## src/rtl/alu_pkg.sv

```systemverilog
// Shared types and defaults for the ALU arbiter slice.
package alu_pkg;
    localparam int DEF_WIDTH = 4;

    // Packed {m, s1, s0}
    typedef logic [2:0] alu_op_t;

    typedef enum logic [1:0] {
        IDLE = 2'd0,
        EXEC = 2'd1,
        RESP = 2'd2
    } state_t;
endpackage

```

## src/rtl/alu_arbiter_alu.sv

```systemverilog
// Combinational ALU: m=0 arithmetic (add, sub, inc A, dec A), m=1 logic (and, or, xor, not A).
module ALU #(
    parameter int WIDTH = 4
) (
    input  logic             m,
    input  logic             s1,
    input  logic             s0,
    input  logic [WIDTH-1:0] A,
    input  logic [WIDTH-1:0] B,
    output logic [WIDTH-1:0] out
);
    localparam logic [WIDTH-1:0] ONE = WIDTH'(1);

    always_comb begin
        out = '0;
        case ({m, s1, s0})
            3'b000: out = A + B;
            3'b001: out = A - B;
            3'b010: out = A + ONE;
            3'b011: out = A - ONE;
            3'b100: out = A & B;
            3'b101: out = A | B;
            3'b110: out = A ^ B;
            3'b111: out = ~A;
            default: out = '0;
        endcase
    end
endmodule

```

## src/rtl/alu_arbiter.sv

```systemverilog
// Round-robin front end sharing one combinational ALU between two requesters,
// one operation in flight at a time, registered result returned with its requester ID.
module alu_arbiter
    import alu_pkg::*;
#(
    parameter int WIDTH = DEF_WIDTH
) (
    input  logic             clk,
    input  logic             rst,
    input  logic             req0_valid,
    input  logic [2:0]       req0_op,
    input  logic [WIDTH-1:0] req0_a,
    input  logic [WIDTH-1:0] req0_b,
    output logic             req0_ready,
    input  logic             req1_valid,
    input  logic [2:0]       req1_op,
    input  logic [WIDTH-1:0] req1_a,
    input  logic [WIDTH-1:0] req1_b,
    output logic             req1_ready,
    output logic             rsp_valid,
    input  logic             rsp_ready,
    output logic [WIDTH-1:0] rsp_data,
    output logic             rsp_id,
    output logic [7:0]       op_count
);
    state_t           state;
    logic             last_grant;
    logic             grant;
    logic             accept;
    alu_op_t          op_r;
    logic [WIDTH-1:0] a_r;
    logic [WIDTH-1:0] b_r;
    logic [WIDTH-1:0] alu_out;

    // On a tie the requester that did not win last time goes first.
    always_comb begin
        grant = req1_valid;
        if (req0_valid && req1_valid)
            grant = ~last_grant;
    end

    assign req0_ready = !rst && (state == IDLE) && req0_valid && !grant;
    assign req1_ready = !rst && (state == IDLE) && req1_valid &&  grant;
    assign accept     = req0_ready || req1_ready;
    assign rsp_valid  = (state == RESP);

    ALU #(.WIDTH(WIDTH)) u_alu (
        .m   (op_r[2]),
        .s1  (op_r[1]),
        .s0  (op_r[0]),
        .A   (a_r),
        .B   (b_r),
        .out (alu_out)
    );

    always_ff @(posedge clk) begin
        if (rst) begin
            state      <= IDLE;
            last_grant <= 1'b1;
            rsp_data   <= '0;
            rsp_id     <= 1'b0;
            op_count   <= 8'd0;
            op_r       <= '0;
            a_r        <= '0;
            b_r        <= '0;
        end else begin
            case (state)
                IDLE: begin
                    if (accept) begin
                        op_r       <= grant ? req1_op : req0_op;
                        a_r        <= grant ? req1_a  : req0_a;
                        b_r        <= grant ? req1_b  : req0_b;
                        rsp_id     <= grant;
                        last_grant <= grant;
                        state      <= EXEC;
                    end
                end
                EXEC: begin
                    rsp_data <= alu_out;
                    state    <= RESP;
                end
                RESP: begin
                    if (rsp_ready) begin
                        op_count <= op_count + 8'd1;
                        state    <= IDLE;
                    end
                end
                default: state <= IDLE;
            endcase
        end
    end
endmodule

```

## config.mk

```make
export PLATFORM = sky130hd
export DESIGN_NAME = alu_arbiter
export DESIGN_NICKNAME = d
export VERILOG_FILES = /design/src/rtl/alu_pkg.sv /design/src/rtl/alu_arbiter_alu.sv /design/src/rtl/alu_arbiter.sv
export SDC_FILE = /design/constraint.sdc
export NUM_CORES = 1
export LEC_CHECK = 0
export ABC_AREA = 1
export BUFFER_PORTS_ARGS = -buffer_cell sky130_fd_sc_hd__buf_2
export CORE_MARGIN = 8
export CORE_UTILIZATION = 35
export CTS_CLUSTER_DIAMETER = 200
export DETAILED_ROUTE_END_ITERATION = 6
export GPL_ROUTABILITY_DRIVEN = 0
export SETUP_SLACK_MARGIN = 0.3
export SYNTH_ARGS = -nofsm -noshare
export SYNTH_HDL_FRONTEND = slang
export SYNTH_SLANG_ARGS = --single-unit
export TNS_END_PERCENT = 30
```

## constraint.sdc

```tcl
create_clock -name clk -period 2.05 [get_ports clk]
set_clock_uncertainty 0.15 [all_clocks]
set_input_delay 0.1025 -clock clk [delete_from_list [all_inputs] [get_ports clk]]
set_output_delay 0.1025 -clock clk [all_outputs]
set_load 0.02 [all_outputs]
```

## Yosys cells after proc, flatten, opt, wreduce, memory -nomap -nowiden

Index checks and enable logic that the tools add are counted.

| word-level totals | value |
|---|---|
| register bits after elaboration | 27 |
| input port bits | 27 |
| word-level logic and storage cells | 51 |
| output and inout port bits | 16 |

| cells by class | value |
|---|---|
| reductions and logical operators | 14 |
| add/sub/neg operators | 5 |
| bitwise gates (word level) | 5 |
| multiplexer cells | 8 |
| equal/unequal tests | 11 |

Operator list:

| cell | number |
|---|---|
| one-hot mux 4 bit (8 select lines) | 1 |
| equality test 3 bit, second input constant | 4 |
| adder 8 x 1 -> 8 bit, second input constant | 1 |
| 2-to-1 mux 4 bit | 2 |
| equality test 3 x 2 -> 1 bit, second input constant | 2 |
| logical AND 1 bit | 6 |
| one-hot mux 2 bit (3 select lines) | 1 |
| AND reduction 2 bit | 3 |
| adder 4 x 1 -> 4 bit, second input constant | 1 |
| adder 4 bit | 1 |
| bitwise AND 4 bit | 1 |
| 2-to-1 mux 2 bit | 2 |
| NOT 4 bit | 1 |
| bitwise OR 4 bit | 1 |
| subtractor 4 x 1 -> 4 bit, second input constant | 1 |
| subtractor 4 bit | 1 |
| bitwise XOR 4 bit | 1 |
| equality test 3 x 1 -> 1 bit, second input constant | 1 |
| logical NOT 3 bit | 1 |
| 2-to-1 mux 3 bit | 1 |
| equality test 2 x 1 -> 1 bit, second input constant | 1 |
| equality test 2 bit, second input constant | 1 |
| logical NOT 1 bit | 2 |
| logical NOT 2 bit | 1 |
| other kinds (5) | 5 |

## Longest topological paths before layout

Gate-level depths: netlist of the first run.

| depth | value |
|---|---|
| word-level depth | 7 |
| depth in mapped cells | 13 |
| mapped depth without buffers | 13 |

## Hierarchy

Synthesis of the first run repeated with hierarchy kept, for this count alone.

| second synthesis, totals | value |
|---|---|
| cell total of the unflattened synthesis | 282 |
| area, all modules | 1,850.5 um2 |

By module, submodules not included:

| module | cells each | sequential area each (um2) | instances | area an instance (um2) |
|---|---|---|---|---|
| alu_arbiter | 200 | 540.5 | 1 | 1,285.0 |
| ALU | 82 | 0.0 | 1 | 565.5 |

## Least setup slack after synthesis of the first run

Ideal clock, no wire load.

| timing | value |
|---|---|
| kind | flip-flop to flip-flop |
| from | register b_r[0] |
| to | register rsp_data[2] |
| library setup time | 0.064 ns |
| path buffers | 0 |
| data required time | 1.836 ns |
| path slack | 0.058 ns |
| stages on the path, launching flop included | 10 |
| period minus slack after synthesis | 1.992 ns |
| arrival time | 1.778 ns |
| cell sequence | dfxtp_1 -> inv_1 -> ha_1 -> o21ai_0 -> inv_1 -> fa_1 -> xor2_1 -> o21ai_0 -> nor2_1 -> nor2_1 |

| on the way | value |
|---|---|
| word-level cells in the longest chain between the ends | 2 |
| elaborated cells between the ends (all ways) | 3 |

Ends and longest elaborated chain:

| element | RTL line | RTL |
|---|---|---|
| from (decl) | alu_arbiter.sv:32 | `logic [WIDTH-1:0] b_r;` |
| from (signal assigned) | alu_arbiter.sv:72 | `b_r <= grant ? req1_b : req0_b;` |
| subtractor 4 bit or adder 4 bit (tied branches) | alu_arbiter_alu.sv:18, alu_arbiter_alu.sv:17 |  |
| one-hot mux 4 bit (8 select lines) * | alu_arbiter_alu.sv:16 | `case ({m, s1, s0})` |
| to (signal assigned) | alu_arbiter.sv:79 | `rsp_data <= alu_out;` |
| to (decl) | alu_arbiter.sv:22 | `output logic [WIDTH-1:0] rsp_data,` |

Every way passes the cells marked *; elsewhere a longest branch is shown, timed or not.
A chain may end at the register's enable or synchronous reset.

## Final worst setup path of the first run

| timing | value |
|---|---|
| from | register b_r[0] |
| to | register rsp_data[3] |

The elaborated chain is that of the path after synthesis.

==> results by group, run 1 <==
Timing
  • Setup TNS: 0 ns
  • Fin crit period: 1.91 ns
  • F_max: 523 MHz
  • Rel. slew slack: 67.7%
  • Least-Margin Pin Slew: 0.483 ns
  • Period utilization: 93.3%
  • Hold_ws: 0.0473 ns
  • Unrepaired setup endpoints after global routing: yes
  • Slew Limit Fails: 0
  • Final Hold Vio Count: 0
  • Endpoints failing setup: 0

Routing
  • Detailed-route wire length per cell: 13.5 µm
  • DRT Pass-1 Iters: 4
  • Routed wire length on met3: 300 µm
  • Metal1 wirelength: 2190 µm
  • Met2 WL: 2310 µm
  • DRC: 0
  • Vias: 1790
  • Violation count after the first detailed-route iteration: 83
  • Top routing layer in use: met4
  • Routed Antenna Nets: 0
  • Routed vias/inst: 4.99
  • Drt total wl: 4860 µm

Power
  • Combinational power share: 34.4%
  • Leak Pwr: 1.09 nW
  • Switching power: 0.000490 W
  • Sequential Power Share: 42.8%
  • Clock share of power: 22.7%
  • Max VDD drop: 0.000297 V
  • Pwr/cell area: 600 nW/µm²
  • Switching Share: 34.6%
  • Pint: 0.000927 W

Layout
  • Layout Cell Area excl Fill: 2360 µm²
  • Most common cell after layout, fill and taps aside: buf_2
  • Layout area overhead: 39.9%
  • Antenna cells: 0
  • Final-layout fill cell count: 455
  • Commonest non-fill, non-tap cells in the layout: buf_2 (42), nand2_1 (40), dlygate4sd3_1 (26)
  • Final #Nets: 347
  • Layout cell share with drive strength beyond 1: 29.5%

Placed design
  • Post-DP Area: 1980 µm²
  • HPWL after DPL: 3180 µm
  • Buffers on Ports: 42

Critical path
  • Crit path capture: rsp_data[3]
  • WP buf/inv: 2
  • Critical-path top delay cell: dfxtp_2
  • Max stage delay on crit path: 0.37 ns
  • Worst EP required: 2.12 ns
  • Crit path from: b_r[0]
  • Critical Path Fanout Max: 3
  • CP Launch Type: register
  • Critical path depth in cells: 13
  • Cell mode on critical path: nand2_1
  • Top delay family on crit path: adder cells
  • Worst Path Class, Setup: register to register
  • Worst R2R Start: b_r[0]
  • Worst R2R Setup Slack: 0.14 ns
  • Worst path cell trace: inv_4, ha_4, xnor2_2, o21ai_1, ha_1, nand3_1, nand2_1, nand2_1, nand2_1, inv_1, nand2_1, nand3_2, a21oi_2
  • CP arrival: 1.98 ns
  • CP endpoint kind: register
  • RR Endpoint: rsp_data[3]
  • Worst Reg-to-Reg Cells: 13

Global routing
  • Via count of the first global-routing pass: 1799
  • Remaining Overflow, GRT: 0
  • Initial antenna violation count: 0
  • Tot GR Track Use: 13.9%
  • Largest net degree at the start of global routing: 25
  • First-pass GRT wire length: 8380 µm

Synth
  • Post-Syn Nets: 270
  • Post-Syn Area: 1690 µm²
  • Cells after Synth: 229
  • Main flop type after synthesis: dfxtp_1
  • Async set-reset flop share out of synthesis: 0%
  • Yosys cell types: 33
  • Synth Warn #: 0
  • Largest area contributor in the netlist: dfxtp_1
  • EDFF count, synth: 0
  • Synth top area share: 32.0%
  • Seq/Total Area, Yosys: 32.0%
  • Top post-synthesis cells by area: dfxtp_1 (32%), ha_1 (9.6%), nand2_1 (9.1%)
  • Synthesized flop and latch total: 27
  • Average size of a mapped cell: 7.38 µm²

Die
  • Die span in y: 85.5 µm
  • Core area: 4690 µm²
  • Area of the die: 7310 µm²
  • # IOs: 43
  • Core Rows: 25
  • Chip Width: 85.5 µm
  • Starting Density: 36.0%

Clock tree
  • CTS Buf Count: 3
  • CTS tree: done
  • Clock root buffer: clkbuf_8
  • H-tree levels: 1
  • CTS sink cnt: 27
  • Clock latency on the worst-skew pair: 0.28 ns
  • Maximum root-to-sink buffer count: 2
  • Clock-pin slew on the worst setup and hold paths: 0.10 ns

Hold path
  • Class of the worst hold path: input pin to register

Job
  • Max cap viols: 0

Outcome
  • Status: completed
repair_timing:
action	CTS	global route
hold buffers	26	0
endpoints found under the hold margin	14	0
setup endpoints to repair	3	5
gates resized for setup	6	5
buffers inserted	6	0
pin swaps	8	4
power groups by stage:
stage,sequential [W],combinational [W],clock (W)
3_5_place_dp,0.000616,0.000404,0
6_report,0.000607,0.000488,0.000322
5_1_grt,0.000615,0.000550,0.000349
2_1_floorplan,0.000624,0.000286,0
4_1_cts,0.000606,0.000476,0.000333
3_3_place_gp,0.000616,0.000400,0
per-layer routing:
layer  up-vias  global-route usage [%]
met5         -                       0
met4         0                    4.78
met3         2                    3.38
met2        45                    23.6
met1       819                    16.6
li1        924                       -
how the worst min path moves through the flow:
stage,start,end,cells after the start
floorplan,req0_op[2],op_r[2],2
global placement,req0_b[1],b_r[1],3
detailed placement,req0_b[1],b_r[1],3
CTS,rst,op_count[4],3
global route,rst,op_count[4],3
finish,rst,op_count[4],3
per-stage QoR:
step	total power (W)	setup WS (ns)	instances	util [%]
finish	0.00142	0.137	359	50.4
global route	0.00151	-0.0289	359	50.4
CTS	0.00142	0.137	359	50.1
detailed placement	0.00102	0.0645	323	42.1
global placement	0.00102	0.0829	323	42.1
floorplan	0.000910	0.220	229	-
synth_stat cells, types with 2 or more instances:
library cell / number
clkbuf_1: 3
a31oi_1: 13
xor2_1: 2
nand4_1: 4
a21oi_2: 2
o21ai_1: 9
nor2_1: 15
nand2_1: 41
inv_1: 22
or2_1: 3
o21ai_0: 16
buf_6: 2
dfxtp_1: 27
ha_1: 13
nor2_4: 3
a21oi_1: 10
nand3_1: 25
inv_2: 4
registers in the layout (all words and copies together), names as in the netlist:
register    count
op_count        8
last_grant      1
op_r            3
rsp_id          1
rsp_data        4
b_r             4
state           2
a_r             4
layout make-up:
type	count	area, µm²	area share (%)
flip-flops and latches	27	556	23.5
clock inverters	1	7.51	0.318
repair buffers	79	553	23.4
well taps	54	67.6	2.86
clock buffers	3	41.3	1.75
inverters	27	111	4.71
multi-input cells	168	1030	43.5
worst min-delay path, stage by stage:
cell	delay (ns)
buf_2	0.18
a21oi_1	0.06
o21a_1	0.10
logic make-up (layout without fill, tap and decap cells):
logic type / after synthesis / in the layout / share of synthesized area (%)
AO/OA/AOI/OAI: 52 / 52 / 17.2
AND/OR/NAND/NOR: 99 / 99 / 28.8
adder cells (fa/ha/maj): 14 / 14 / 10.8
XOR/XNOR: 3 / 3 / 1.56
buffers and inverters: 34 / 110 / 9.63
flip-flops: 27 / 27 / 32.0
No activity file was read; power rests on OpenSTA's default activity.
==> inputs of run 2 (changes only) <==
--- a/config.mk
+++ b/config.mk
@@ -10,8 +10,11 @@
 export CORE_MARGIN = 8
 export CORE_UTILIZATION = 35
 export CTS_CLUSTER_DIAMETER = 200
+export CTS_CLUSTER_SIZE = 12
 export DETAILED_ROUTE_END_ITERATION = 6
 export GPL_ROUTABILITY_DRIVEN = 0
+export MAX_ROUTING_LAYER = met4
+export PLACE_DENSITY_LB_ADDON = 0.25
 export SETUP_SLACK_MARGIN = 0.3
 export SYNTH_ARGS = -nofsm -noshare
 export SYNTH_HDL_FRONTEND = slang
==> run 2 against run 1 <==
Against the previous run: fmax rose by 2.6%; largest power group unchanged; critical path depth down 3; largest cell class unchanged; register-to-register slack improved by 0.05 ns; sequential cell count unchanged; global-route usage decreased by 0.43 points.
==> results by group, run 2 (synthesis gave the netlist of run 1 again) <==
Outcome
  • Status: completed (unchanged)

Critical path
  • Worst EP required: 2.12 ns (about the same)
  • CP Launch Type: register (unchanged)
  • Critical Path Fanout Max: 5 (was 3)
  • Worst Path Class, Setup: register to register (unchanged)
  • WP buf/inv: 2 (unchanged)
  • Top delay family on crit path: adder cells (unchanged)
  • Worst path cell trace: inv_4, ha_4, xnor2_1, o21ai_1, ha_1, buf_4, xor2_1, o21ai_1, nor2_1, nor2_1 (was inv_4, ha_4, xnor2_2, o21ai_1, ha_1, nand3_1, nand2_1, nand2_1, nand2_1, inv_1, nand2_1, nand3_2, a21oi_2)
  • Worst R2R Setup Slack: 0.18 ns (was 0.14 ns)
  • CP arrival: 1.93 ns (was 1.98 ns)
  • Critical-path top delay cell: dfxtp_2 (unchanged)
  • Max stage delay on crit path: 0.36 ns (was 0.37 ns)
  • CP endpoint kind: register (unchanged)

Timing
  • Slew Limit Fails: 0 (unchanged)
  • Rel. slew slack: 67.5% (was 67.7%)
  • Unrepaired setup endpoints after global routing: yes (unchanged)
  • Hold_ws: 0.0360 ns (was 0.0473 ns)
  • F_max: 536 MHz (was 523 MHz)
  • Setup TNS: 0 ns (unchanged)
  • Least-Margin Pin Slew: 0.486 ns (was 0.483 ns)
  • Endpoints failing setup: 0 (unchanged)
  • Final Hold Vio Count: 0 (unchanged)
  • Period utilization: 91.0% (was 93.3%)
  • Fin crit period: 1.87 ns (was 1.91 ns)

Power
  • Switching power: 0.000471 W (was 0.000490 W)
  • Pwr/cell area: 599 nW/µm² (was 600 nW/µm²)
  • Sequential Power Share: 43.8% (was 42.8%)
  • Pint: 0.000910 W (was 0.000927 W)
  • Clock share of power: 23.0% (was 22.7%)
  • Combinational power share: 33.2% (was 34.4%)
  • Max VDD drop: 0.000340 V (was 0.000297 V)
  • Switching Share: 34.1% (was 34.6%)
  • Leak Pwr: 1.06 nW (was 1.09 nW)

Clock tree
  • CTS tree: done (unchanged)
  • CTS sink cnt: 27 (unchanged)
  • Clock-pin slew on the worst setup and hold paths: 0.10 ns (about the same)
  • Maximum root-to-sink buffer count: 2 (unchanged)
  • Clock latency on the worst-skew pair: 0.28 ns (about the same)
  • H-tree levels: 1 (unchanged)
  • Clock root buffer: clkbuf_8 (unchanged)
  • CTS Buf Count: 3 (unchanged)

Global routing
  • Via count of the first global-routing pass: 1679 (was 1799)
  • First-pass GRT wire length: 7850 µm (was 8380 µm)
  • Initial antenna violation count: 0 (unchanged)
  • Largest net degree at the start of global routing: 25 (unchanged)
  • Remaining Overflow, GRT: 0 (unchanged)
  • Tot GR Track Use: 13.5% (was 13.9%)

Die
  • # IOs: 43 (unchanged)
  • Starting Density: 36.0% (unchanged)
  • Core area: 4690 µm² (unchanged)
  • Chip Width: 85.5 µm (unchanged)
  • Core Rows: 25 (unchanged)
  • Die span in y: 85.5 µm (unchanged)
  • Area of the die: 7310 µm² (unchanged)

Routing
  • Violation count after the first detailed-route iteration: 42 (was 83)
  • Met2 WL: 2030 µm (was 2310 µm)
  • Routed vias/inst: 4.82 (was 4.99)
  • DRT Pass-1 Iters: 4 (unchanged)
  • DRC: 0 (unchanged)
  • Metal1 wirelength: 2210 µm (was 2190 µm)
  • Routed Antenna Nets: 0 (unchanged)
  • Routed wire length on met3: 118 µm (was 300 µm)
  • Detailed-route wire length per cell: 12.5 µm (was 13.5 µm)
  • Drt total wl: 4440 µm (was 4860 µm)
  • Vias: 1707 (was 1790)
  • Top routing layer in use: met4 (unchanged)

Hold path
  • Class of the worst hold path: input pin to register (unchanged)

Layout
  • Antenna cells: 0 (unchanged)
  • Most common cell after layout, fill and taps aside: buf_2 (unchanged)
  • Max reg flops: 8 (unchanged)
  • Layout Cell Area excl Fill: 2300 µm² (was 2360 µm²)
  • Commonest non-fill, non-tap cells in the layout: buf_2 (42), nand2_1 (41), nand3_1 (25), dlygate4sd3_1 (25), dfxtp_1 (21) (was buf_2 (42), nand2_1 (40), dlygate4sd3_1 (26))
  • Layout cell share with drive strength beyond 1: 28.0% (was 29.5%)
  • Layout Utilization: 49.1% (was 50.4%)
  • Final #Nets: 342 (was 347)
  • Layout area overhead: 36.4% (was 39.9%)
  • Largest reg by FF count: op_count (unchanged)

Job
  • Max cap viols: 0 (unchanged)

Placed design
  • Post-DP Area: 1970 µm² (was 1980 µm²)
  • HPWL after DPL: 3170 µm (was 3180 µm)
  • Buffers on Ports: 42 (unchanged)
[run 2: changes by cell type in the layout (fill, tap and decap cells not counted), sizes merged]
cell,before,now
clkinvlp,1,0
dlygate4sd3,26,25
buf,53,49
clkinv,0,1
[run 2: path summary, 6_finish.rpt]
| kind | start | endpoint | cells after the start |
|---|---|---|---|
| setup reg to reg | b_r[0] | rsp_data[2] | 10 |
| hold / removal | rst | op_count[4] | 3 |
| hold reg to reg | rsp_data[0] | rsp_data[0] | 2 |
| setup / recovery | b_r[0] | rsp_data[2] | 10 |
[run 2: repair_timing]
action,in CTS,in global routing
endpoints found under the hold margin,15,0
buffers inserted,3,0
pin swaps,5,0
setup endpoints to repair,3,5
hold buffers,25,0
resized for setup,5,2
[run 2: worst min-delay path: stages]
cell	delay (ns)
buf_2	0.17
a21oi_1	0.06
o21a_1	0.10
[run 2: metal layers]
| layer | track usage (%) | vias to the layer above |
|---|---|---|
| li1 | - | 915 |
| met1 | 16.5 | 747 |
| met2 | 21.9 | 40 |
| met3 | 1.83 | 5 |
| met4 | 5.25 | 0 |
| met5 | - | - |
[run 2: cell type report]
class                           instances  area [µm²]
Tap cell                               54        67.6
Timing Repair Buffer                   74         513
Multi-Input combinational cell        168        1010
Clock buffer                            3        41.3
Clock inverter                          1        5.00
Fill cell                             461        2390
Inverter                               27         111
Sequential cell                        27         551
[run 2: power groups by stage]
stage	combinational, W	clock [W]	sequential (W)
floorplan	0.000286	0	0.000624
global placement	0.000397	0	0.000615
detailed placement	0.000402	0	0.000616
CTS	0.000462	0.000326	0.000604
global route	0.000526	0.000343	0.000612
finish	0.000459	0.000318	0.000604
[run 2: stage by stage]
step | total power, W | instances | setup WS (ns)
floorplan | 0.000910 | 229 | 0.220
global placement | 0.00101 | 322 | 0.0843
detailed placement | 0.00102 | 322 | 0.0510
CTS | 0.00139 | 354 | 0.169
global route | 0.00148 | 354 | 0.00362
finish | 0.00138 | 354 | 0.185
==> inputs of run 3 (changes only) <==
--- a/config.mk
+++ b/config.mk
@@ -7,8 +7,9 @@
 export LEC_CHECK = 0
 export ABC_AREA = 1
 export BUFFER_PORTS_ARGS = -buffer_cell sky130_fd_sc_hd__buf_2
+export CORE_ASPECT_RATIO = 1.75
 export CORE_MARGIN = 8
-export CORE_UTILIZATION = 35
+export CORE_UTILIZATION = 39
 export CTS_CLUSTER_DIAMETER = 200
 export CTS_CLUSTER_SIZE = 12
 export DETAILED_ROUTE_END_ITERATION = 6
==> run 3 against run 2 <==
Against the previous run: combinational power is 5.4% higher; worst setup slack got worse by 0.036 ns; final cell count unchanged; utilization grew 7.6 points; total power grew 2.5%; sequential power is essentially flat.
==> results by group, run 3 (synthesis gave the netlist of run 1 again) <==
Critical path
  • Worst Path Class, Setup: register to register (unchanged)
  • CP endpoint kind: register (unchanged)
  • Critical Path Fanout Max: 8 (was 5)
  • CP arrival: 1.94 ns (was 1.93 ns)
  • CP Launch Type: register (unchanged)
  • Worst EP required: 2.09 ns (was 2.12 ns)

Routing
  • Violation count after the first detailed-route iteration: 66 (was 42)
  • Vias: 1776 (was 1707)
  • Drt total wl: 4640 µm (was 4440 µm)
  • DRT Pass-1 Iters: 4 (unchanged)
  • Routed vias/inst: 5.02 (was 4.82)
  • Routed Antenna Nets: 0 (unchanged)
  • DRC: 0 (unchanged)
  • Detailed-route wire length per cell: 13.1 µm (was 12.5 µm)

Global routing
  • Initial antenna violation count: 0 (unchanged)
  • Remaining Overflow, GRT: 0 (unchanged)
  • Via count of the first global-routing pass: 1808 (was 1679)
  • Largest net degree at the start of global routing: 25 (unchanged)
  • Tot GR Track Use: 14.7% (was 13.5%)
  • First-pass GRT wire length: 7860 µm (was 7850 µm)

Layout
  • Layout area overhead: 39.3% (was 36.4%)
  • Largest reg by FF count: op_count (unchanged)
  • Antenna cells: 0 (unchanged)
  • Most common cell after layout, fill and taps aside: buf_2 (unchanged)
  • Max reg flops: 8 (unchanged)
  • Layout Cell Area excl Fill: 2350 µm² (was 2300 µm²)
  • Layout cell share with drive strength beyond 1: 28.2% (was 28.0%)
  • Final #Nets: 347 (was 342)
  • Commonest non-fill, non-tap cells in the layout: buf_2 (42), nand2_1 (41), dlygate4sd3_1 (28) (was buf_2 (42), nand2_1 (41), nand3_1 (25), dlygate4sd3_1 (25), dfxtp_1 (21))

Clock tree
  • Clock root buffer: clkbuf_8 (unchanged)
  • Clock-pin slew on the worst setup and hold paths: 0.10 ns (about the same)
  • H-tree levels: 1 (unchanged)
  • CTS tree: done (unchanged)
  • CTS Buf Count: 3 (unchanged)
  • Clock latency on the worst-skew pair: 0.29 ns (was 0.28 ns)
  • Maximum root-to-sink buffer count: 2 (unchanged)
  • CTS sink cnt: 27 (unchanged)

Die
  • Core Rows: 31 (was 25)
  • Core area: 4150 µm² (was 4690 µm²)
  • Area of the die: 6780 µm² (was 7310 µm²)
  • Starting Density: 40.7% (was 36.0%)
  • # IOs: 43 (unchanged)
  • Die span in y: 103 µm (was 85.5 µm)
  • Chip Width: 65.8 µm (was 85.5 µm)

Timing
  • Final Hold Vio Count: 0 (unchanged)
  • Final WS setup: 0.149 ns (was 0.185 ns)
  • Rel. slew slack: 69.1% (was 67.5%)
  • Slew Limit Fails: 0 (unchanged)
  • F_max: 526 MHz (was 536 MHz)
  • Endpoints failing setup: 0 (unchanged)
  • Unrepaired setup endpoints after global routing: yes (unchanged)
  • Period utilization: 92.7% (was 91.0%)
  • Hold_ws: 0.0457 ns (was 0.0360 ns)
  • Setup TNS: 0 ns (unchanged)
  • Fin crit period: 1.90 ns (was 1.87 ns)
  • Least-Margin Pin Slew: 0.463 ns (was 0.486 ns)

Placed design
  • HPWL after DPL: 3250 µm (was 3170 µm)
  • Buffers on Ports: 42 (unchanged)
  • Post-DP Area: 1960 µm² (was 1970 µm²)
  • Pre-CTS WS: 0.0464 ns (was 0.0510 ns)

Power
  • Total power draw: 0.00142 W (was 0.00138 W)
  • Leak Pwr: 1.09 nW (was 1.06 nW)
  • Pwr/cell area: 602 nW/µm² (was 599 nW/µm²)
  • Max VDD drop: 0.000452 V (was 0.000340 V)

Job
  • Max cap viols: 0 (unchanged)

Outcome
  • Status: completed (unchanged)

Hold path
  • Class of the worst hold path: input pin to register (unchanged)
-- run 3: critical path, cell delays in order (launching register included) --
cell and delay, ns:
dfxtp_2 0.38, o21ai_2 0.17, inv_1 0.09, o21ai_2 0.16
inv_1 0.07, fa_1 0.40, xor2_1 0.16, o21ai_1 0.07
nor2_1 0.11, nor2_1 0.04
-- run 3: power by group --
group	internal, W	leakage [nW]	total (W)	switching, W
clock network	0.000139	0.0217	0.000328	0.000189
logic	0.000221	0.844	0.000484	0.000262
registers	0.000566	0.224	0.000603	0.0000373
total	0.000927	1.09	0.00142	0.000489
-- run 3: path summary, 6_finish.rpt --
kind,from,endpoint,slack [ns],cells past startpoint
min,req1_valid,op_r[2],0.05,3
max,op_r[1],rsp_data[2],0.15,9
min reg2reg,rsp_data[0],rsp_data[0],0.32,2
max reg2reg,op_r[1],rsp_data[2],0.15,9
-- run 3: what timing repair did --
action | in CTS | in global routing
endpoints found under the hold margin | 13 | 0
pin swaps | 8 | 3
resized for setup | 7 | 0
hold buffers | 28 | 0
endpoints found under the setup margin | 3 | 3
cloned | 0 | 0
setup buffers | 5 | 0
-- run 3: layer usage --
layer | track usage (%) | vias to the layer above | wire length [µm]
li1 | - | 927 | -
met2 | 29.1 | 41 | 2560
met5 | - | - | 0
met1 | 14.1 | 804 | 1810
met4 | 4.05 | 0 | 57
met3 | 2.07 | 4 | 210
-- run 3: metrics by stage --
stage	util, %	std cells
global placement	47.3	317
global route	56.7	354
CTS	56.7	354
floorplan	-	229
finish	56.7	354
detailed placement	47.3	317
-- run 3: area by class of cell --
cell class / instances / area (µm²)
fill: 375 / 1800
multi-input combinational: 168 / 1020
timing repair buffer: 79 / 558
sequential: 27 / 551
inverter: 27 / 111
tap: 49 / 61.3
clock buffer: 3 / 41.3
clock inverter: 1 / 7.51
